## src/rtl/fifo_ctrl_param.sv

```systemverilog
// Parametrised synchronous FIFO with storage, occupancy count, programmable thresholds,
// sticky error flags, synchronous flush and optional first-word-fall-through read.
module fifo_ctrl_param #(
  parameter int FIFO_WIDTH = 8,
  parameter int FIFO_BITS  = 7,
  parameter int FWFT       = 0,
  parameter int SYNC_RESET = 0
) (
  input  logic                  clock,
  input  logic                  reset_n,
  input  logic                  flush,
  input  logic [FIFO_WIDTH-1:0] data_in,
  input  logic                  write_n,
  input  logic                  read_n,
  input  logic [FIFO_BITS:0]    af_level,
  input  logic [FIFO_BITS:0]    ae_level,
  input  logic                  clr_err,
  output logic [FIFO_WIDTH-1:0] data_out,
  output logic                  full,
  output logic                  empty,
  output logic                  afull,
  output logic                  aempty,
  output logic [FIFO_BITS:0]    count,
  output logic                  overflow,
  output logic                  underflow
);

  localparam int DEPTH = 2 ** FIFO_BITS;
  localparam logic [FIFO_BITS:0] CNT_FULL = {1'b1, {FIFO_BITS{1'b0}}};
  localparam logic [FIFO_BITS:0] CNT_ONE  = {{FIFO_BITS{1'b0}}, 1'b1};
  localparam logic [FIFO_BITS-1:0] PTR_ONE = {{(FIFO_BITS-1){1'b0}}, 1'b1};

  // All resettable control state lives in one struct so both reset styles share one next-state path.
  typedef struct packed {
    logic [FIFO_BITS-1:0]  wr_ptr;
    logic [FIFO_BITS-1:0]  rd_ptr;
    logic [FIFO_BITS:0]    cnt;
    logic [FIFO_WIDTH-1:0] dout;
    logic                  ovf;
    logic                  unf;
  } ctrl_t;

  ctrl_t                 cur;
  ctrl_t                 nxt;
  logic [FIFO_WIDTH-1:0] mem [DEPTH];
  logic [FIFO_WIDTH-1:0] head_word;
  logic                  rd_acc;
  logic                  wr_acc;
  logic                  wr_en;

  assign full      = (cur.cnt == CNT_FULL);
  assign empty     = (cur.cnt == '0);
  assign afull     = (cur.cnt >= af_level);
  assign aempty    = (cur.cnt <= ae_level);
  assign count     = cur.cnt;
  assign overflow  = cur.ovf;
  assign underflow = cur.unf;

  // A read frees a slot in the same cycle, so a full FIFO still accepts a paired write.
  assign rd_acc    = !read_n && !empty;
  assign wr_acc    = !write_n && (!full || rd_acc);
  assign wr_en     = wr_acc && !flush && reset_n;
  assign head_word = mem[cur.rd_ptr];

  always_comb begin
    nxt = cur;
    if (flush) begin
      nxt = '0;
    end else begin
      if (wr_acc) nxt.wr_ptr = cur.wr_ptr + PTR_ONE;
      if (rd_acc) begin
        nxt.rd_ptr = cur.rd_ptr + PTR_ONE;
        if (FWFT == 0) nxt.dout = head_word;
      end
      if (wr_acc && !rd_acc) nxt.cnt = cur.cnt + CNT_ONE;
      else if (rd_acc && !wr_acc) nxt.cnt = cur.cnt - CNT_ONE;
      // A new error in the same cycle as clr_err keeps the flag set.
      if (!write_n && !wr_acc) nxt.ovf = 1'b1;
      else if (clr_err) nxt.ovf = 1'b0;
      if (!read_n && !rd_acc) nxt.unf = 1'b1;
      else if (clr_err) nxt.unf = 1'b0;
    end
  end

  generate
    if (SYNC_RESET != 0) begin : g_sync_rst
      always_ff @(posedge clock) begin
        if (!reset_n) cur <= '0;
        else          cur <= nxt;
      end
    end else begin : g_async_rst
      always_ff @(posedge clock or negedge reset_n) begin
        if (!reset_n) cur <= '0;
        else          cur <= nxt;
      end
    end
  endgenerate

  always_ff @(posedge clock) begin
    if (wr_en) mem[cur.wr_ptr] <= data_in;
  end

  // In FWFT mode the head word is shown directly and forced to zero while empty.
  assign data_out = (FWFT != 0) ? (empty ? '0 : head_word) : cur.dout;

endmodule

```

## config.mk

```make
export PLATFORM = sky130hd
export DESIGN_NAME = fifo_ctrl_param
export DESIGN_NICKNAME = d
export VERILOG_FILES = /design/src/rtl/fifo_ctrl_param.sv
export SDC_FILE = /design/constraint.sdc
export NUM_CORES = 1
export LEC_CHECK = 0
export BUFFER_PORTS_ARGS = -buffer_cell sky130_fd_sc_hd__buf_2
export CAP_MARGIN = 10
export CORE_MARGIN = 5
export CORE_UTILIZATION = 55
export DETAILED_ROUTE_END_ITERATION = 12
export HOLD_SLACK_MARGIN = 0.1
export PLACE_DENSITY = 0.78
export RECOVER_POWER = 50
export SYNTH_ARGS = -nofsm -noshare
export SYNTH_HDL_FRONTEND = slang
export SYNTH_SLANG_ARGS = --single-unit
```

## constraint.sdc

```tcl
create_clock -name clock -period 4.1 [get_ports clock]
set_clock_uncertainty 0.15 [all_clocks]
set_input_delay 0.205 -clock clock [delete_from_list [all_inputs] [get_ports clock]]
set_output_delay 0.205 -clock clock [all_outputs]
set_load 0.02 [all_outputs]
```

==> flow_summary.yaml, run 1 <==
outcome:
  status: "finished, violations left"
  violations: "capacitance limit, slew limit"
logic_synthesis:
  netlist_area_mm2: 0.0424
  synth-edff-count: 1024
  ys_top_cells_by_area: "edfxtp_1, mux4_2, mux2i_1"
  syn_area_per_cell_um2: 18.7
  synthDominantCellAreaShare_pct: 72.5
  synthArstFlopShare_pct: 3.03
  yosysUniqueCellTypes: 62
  yosysSeqAreaShare_pct: 74.4
  yosysTopAreaCell: "edfxtp_1"
  yosys_warnings: 0
  synth_cells: 2266
  yosys_most_used_dff: "edfxtp_1"
  synth_nets: 2322
  synth-seq-cells: 1056
sta:
  drv_slew: 759
  fin_crit_ns: 3.74
  clock.fmax_mhz: 267
  finalCritPeriodShare_pct: 91.2
  rsz0062_at_grt: "false"
  fin_setup_tns_ns: 0
  setup_slack_ns: 0.359
  max-slew-margin-rel_pct: -124
  setup-violations-final: 0
  worst_pin_slew_ns: 3.36
  report.final.hold_viol_count: 0
route:
  firstDrtPassIters: 6
  viasPerCell: 6.40
  dr_wl_met3_um: 11000
  ant_nets: 0
  vias: 22200
  wl_met2_um: 46900
  maxUsedRoutingLayer: "met4"
  drt-wirelength-per-cell_um: 28.3
  wl_met1_um: 36500
  drt-initial-drc-count: 2745
  wl_um: 98200
  drc: 0
critical_path:
  critical_path.max_stage_delay_ns: 0.60
  critPathArrivalTime_ns: 3.89
  crit_chain: "nor4_1 > and3_1 > a21oi_4 > and3b_1 > nand4b_1 > buf_4 > nor2_1"
  path_class: "flip-flop to flip-flop"
  worstPathMaxFanout: 11
  worst_setup_path_start_kind: "flip-flop"
  crit_path_end_kind: "flip-flop"
  path_buf_inv: 1
  cp.depth: 7
  cp_data_required_time_ns: 4.25
  slowest_stage: "nand4b_1"
  reg2reg_depth: 7
  critPathTopFamily: "simple AND/OR/NAND/NOR gates"
clock_tree:
  clk_path_buf_depth: 3
  cts_root_buf: "clkbuf_16"
  cts_buffers: 98
  htreeDepth: 3
  cts_tree: "done"
  clock_sinks: 1056
  cts.clk_slew.worst_paths_ns: 0.06
  clk_latency_ns: 0.67
die:
  die_h_um: 288
  fp.dieArea_mm2: 0.0827
  rows: 101
  initial_core_util_pct: 55.6
  pin_count: 52
  core_mm2: 0.0762
  die_w_um: 288
global_routing:
  grt_max_degree: 106
  grt_pass1_wl_um: 147000
  antenna_found_initial: 0
  gr-usage-all-layers_pct: 23.9
  grt-ovfl-total: 0
  grt_pass1_vias: 22700
hold_path:
  hp-class: "primary input to flip-flop"
  holdPathStages: 5
final_layout:
  final_common_cell: "edfxtp_1"
  layout_common_cells: "edfxtp_1, mux2i_1, nor2_1, mux4_2, clkbuf_16"
  final_util_pct: 61.5
  drive_above_1_share_pct: 18.0
  design_area_mm2: 0.0469
  area_delta_synth_final_pct: 10.6
  final_net_count: 2422
placement:
  dpl_cell_area_mm2: 0.0437
  portBuffers: 51
  dp_slack_ns: 0.464
  dpl.hpwl_um: 61100
  gp_congestion: 0.917
run:
  maxCapViolCount: 11
power:
  vdd_ir_drop_max_mv: 0.392
  power_leakage_uw: 0.0146
  power.density_mw_per_mm2: 528
-- final timing paths --
check	to	slack, ns	start
max	mem[61][2]$_DFFE_PP_	0.36	count[5]$_DFFE_PN0P_
min	count[0]$_DFFE_PN0P_	0.38	write_n
max reg2reg	mem[61][2]$_DFFE_PP_	0.36	count[5]$_DFFE_PN0P_
min reg2reg	count[4]$_DFFE_PN0P_	0.47	count[4]$_DFFE_PN0P_
max in group asynchronous	cur[19]$_DFFE_PN0P_	0.87	reset_n
min in group asynchronous	count[4]$_DFFE_PN0P_	1.38	reset_n
-- registers in the layout, indices dropped and copies added (netlist names) --
signal / flops
count: 8
cur: 14
data_out: 8
mem: 1024
overflow: 1
underflow: 1
-- power breakdown --
part	switching, uW	internal [uW]
clock	3930	4950
combinational	2080	1690
sequential	208	11900
total	6220	18600
-- per-stage QoR --
step	hold slack, ns	cells	total power [uW]
6_report	0.379	3474	24800
5_1_grt	0.430	3473	25600
4_1_cts	0.115	3473	24900
3_5_place_dp	0.222	3280	16100
3_3_place_gp	0.218	3280	16000
2_1_floorplan	-0.241	2266	15200
-- worst min-delay path, delay by kind of cell --
| kind | cells | cell delay, ns |
|---|---|---|
| simple gates | 2 | 0.21 |
| buf+inv | 2 | 0.68 |
| compound gates | 1 | 0.06 |
-- cells in the mapped netlist, drive strengths merged (9+ instances only) --
| cell type | number |
|---|---|
| a31oi | 9 |
| a21oi | 43 |
| mux2 | 9 |
| buf | 91 |
| o21ai | 15 |
| clkbuf | 55 |
| dfrtp | 32 |
| a211oi | 25 |
| nor3 | 17 |
| mux2i | 214 |
| nand2b | 12 |
| edfxtp | 1024 |
| xor2 | 10 |
| a22oi | 50 |
| nor2b | 12 |
| o221ai | 16 |
| nand3 | 39 |
| nand2 | 63 |
| ha | 25 |
| mux4 | 162 |
| nor4 | 20 |
| o22ai | 52 |
| nor2 | 174 |
| inv | 21 |
-- final cells by class --
type,instances,area (um2)
sequential,1056,31600
fill,5089,29300
multi-input combinational,1043,9810
clock buffer,115,2540
tap,1030,1290
timing repair buffer,146,1030
clock inverter,62,589
inverter,21,78.8
antenna,1,2.50
-- cell families after synthesis --
logic type	synth area share [%]
AOI/OAI and AO/OA	4.05
xor gates and xnor gates	0.289
adders and majority gates	0.785
buffers and inverters	2.49
DFF	74.4
muxes	13.9
and+or+nand+nor	4.08
-- metal layers --
layer / global-route usage, % / vias to the layer above
li1: - / 9359
met1: 33.0 / 11200
met2: 37.9 / 1434
met3: 5.61 / 221
met4: 8.60 / 0
met5: 0 / -
-- repair_timing --
item | CTS | global route
hold endpoints to repair | 318 | 0
hold buffers | 16 | 0
setup buffers | 0 | 0
gates resized for setup | 0 | 0
Note: power is estimated with default switching activity, not from simulation.
==> inputs of run 2 (changes only) <==
--- a/config.mk
+++ b/config.mk
@@ -7,11 +7,13 @@
 export LEC_CHECK = 0
 export BUFFER_PORTS_ARGS = -buffer_cell sky130_fd_sc_hd__buf_2
 export CAP_MARGIN = 10
+export CELL_PAD_IN_SITES_DETAIL_PLACEMENT = 0
+export CELL_PAD_IN_SITES_GLOBAL_PLACEMENT = 2
 export CORE_MARGIN = 5
-export CORE_UTILIZATION = 55
+export CORE_UTILIZATION = 49
 export DETAILED_ROUTE_END_ITERATION = 12
 export HOLD_SLACK_MARGIN = 0.1
-export PLACE_DENSITY = 0.78
+export PLACE_DENSITY = 0.86
 export RECOVER_POWER = 50
 export SYNTH_ARGS = -nofsm -noshare
 export SYNTH_HDL_FRONTEND = slang
==> run 2 against run 1 <==
The flow still finishes with violations (capacitance limit, slew limit). Register-to-register slack lost 0.12 ns. Count of clock-buffer cells in the layout grew 18. Sequential share of layout area shrank 0.59 points. Via count shrank 1.8%. Cell area grew 0.88%. Largest power group unchanged. Hold slack gained 0.018 ns. Critical endpoint is now mem[16][0]$_DFFE_PP_. Non-clock buffer count grew 8. First-iteration DRC count shrank 23%. Total power grew 1.7%. Highest routed layer is now met5. Combinational power grew 1%.
==> flow_summary.yaml, run 2 (synthesized netlist as in run 1, its figures left out) <==
final_layout:
  top_regs: "mem: 1024 flops, cur: 14 flops"
  final_net_count: 2436
  max_flop_register: "mem"
  final_common_cell: "edfxtp_1"
  layout_common_cells: "edfxtp_1, mux2i_1, nor2_1, mux4_2, clkbuf_16"
  area_delta_synth_final_pct: 11.6
  largest_reg_flops: 1024
  drive_above_1_share_pct: 18.2
  fillCellCount: 6409
die:
  initial_core_util_pct: 49.6
  rows: 107
  core_mm2: 0.0855
  die_w_um: 304
  fp.dieArea_mm2: 0.0925
  pin_count: 52
  die_h_um: 304
sta:
  rsz0062_at_grt: "false"
  setup-violations-final: 0
  clock.fmax_mhz: 253
  setup_slack_ns: 0.153
  fin_setup_tns_ns: 0
  whs_ns: 0.398
  max-slew-margin-rel_pct: -144
  fin_crit_ns: 3.95
  drv_slew: 618
  report.final.hold_viol_count: 0
  worst_pin_slew_ns: 3.66
  finalCritPeriodShare_pct: 96.3
global_routing:
  gr-usage-all-layers_pct: 21.5
  grt-ovfl-total: 0
  grt_pass1_vias: 21700
  grt_max_degree: 72
  antenna_found_initial: 1
  grt_pass1_wl_um: 148000
route:
  firstDrtPassIters: 5
  drc: 0
  drt-wirelength-per-cell_um: 27.9
  ant_nets: 0
  wl_um: 101000
  viasPerCell: 6.04
  drt-initial-drc-count: 2121
  vias: 21800
critical_path:
  crit_path_end_kind: "flip-flop"
  worst_setup_path_start_kind: "primary input"
  r2r_slack_ns: 0.24
  worstPathMaxFanout: 66
  critPathArrivalTime_ns: 4.17
  reg2reg_depth: 7
  r2r-end: "mem[119][1]$_DFFE_PP_"
  path_class: "primary input to flip-flop"
  rr_startpoint: "count[6]$_DFFE_PN0P_"
  cp_data_required_time_ns: 4.32
clock_tree:
  htreeDepth: 3
  cts_buffers: 104
  clk_path_buf_depth: 3
  clock_sinks: 1056
  cts.clk_slew.worst_paths_ns: 0.06
  cts_root_buf: "clkbuf_16"
  clk_latency_ns: 0.66
  post_cts_resized: 0
  cts_tree: "done"
placement:
  dp_slack_ns: 0.366
  gp_congestion: 0.881
  portBuffers: 51
  dpl.hpwl_um: 64200
run:
  maxCapViolCount: 11
power:
  power_uw: 25200
  vdd_ir_drop_max_mv: 0.414
  power.density_mw_per_mm2: 532
  power_leakage_uw: 0.0147
hold_path:
  min_to: "count[0]$_DFFE_PN0P_"
  hp-class: "primary input to flip-flop"
  min_from: "write_n"
  holdPathStages: 5
outcome:
  status: "finished, violations left"
  violations: "capacitance limit, slew limit"
-- run 2: cell count changes in the layout (fill, tap and decap cells not counted), moves of 4 or more --
cell       delta
clkbuf_1      +9
clkbuf_16     +8
clkinv_1      +6
buf_4         +4
-- run 2: final cells by class --
type,count,area (um2),area share [%]
multi-input cells,1043,9810,20.7
well taps,1144,1430,3.03
diodes,1,2.50,0.00529
flip-flops and latches,1056,31600,66.7
clock buffers,133,2780,5.88
inverters,21,78.8,0.167
repair buffers,154,1090,2.31
clock inverters,62,547,1.16
-- run 2: timing repair --
item | CTS | global route
buffers inserted | 0 | 0
endpoints found under the hold margin | 487 | 0
hold buffers | 18 | 0
setup endpoints to repair | 0 | 0
-- run 2: through the flow --
step	instance area, um2	std cells	util, %
final	47300	3614	55.3
after detailed placement	43900	3400	51.3
after global routing	47300	3613	55.3
after floorplan	42400	2266	-
after global placement	43900	3400	51.3
after CTS	47400	3613	55.4
-- run 2: worst max-delay path: stages --
cell           delay [ns]
dlygate4sd3_1        0.52
clkbuf_1             2.55
clkbuf_2             0.82
-- run 2: worst max path at each step --
stage,startpoint,slack (ns),to
after global routing,count[6]$_DFFE_PN0P_,0.05,mem[119][0]$_DFFE_PP_
after CTS,count[6]$_DFFE_PN0P_,0.32,mem[23][4]$_DFFE_PP_
after detailed placement,count[6]$_DFFE_PN0P_,0.37,mem[119][1]$_DFFE_PP_
final,data_in[0],0.15,mem[16][0]$_DFFE_PP_
after global placement,count[3]$_DFFE_PN0P_,0.41,count[7]$_DFFE_PN0P_
after floorplan,count[3]$_DFFE_PN0P_,1.05,count[7]$_DFFE_PN0P_
-- run 2: per-layer routing --
metal  vias up  wire (um)  track usage, %
met1     11300      40600            30.3
met2       967      48100            33.8
met5         -         14               0
li1       9398          -               -
met4         2       3390            6.88
met3       192       8870            4.98
-- run 2: where the power goes --
group	switching, uW	internal [uW]	leakage [uW]
Clock	3960	5300	0.00161
Combinational	2130	1690	0.00349
Sequential	191	11900	0.00963
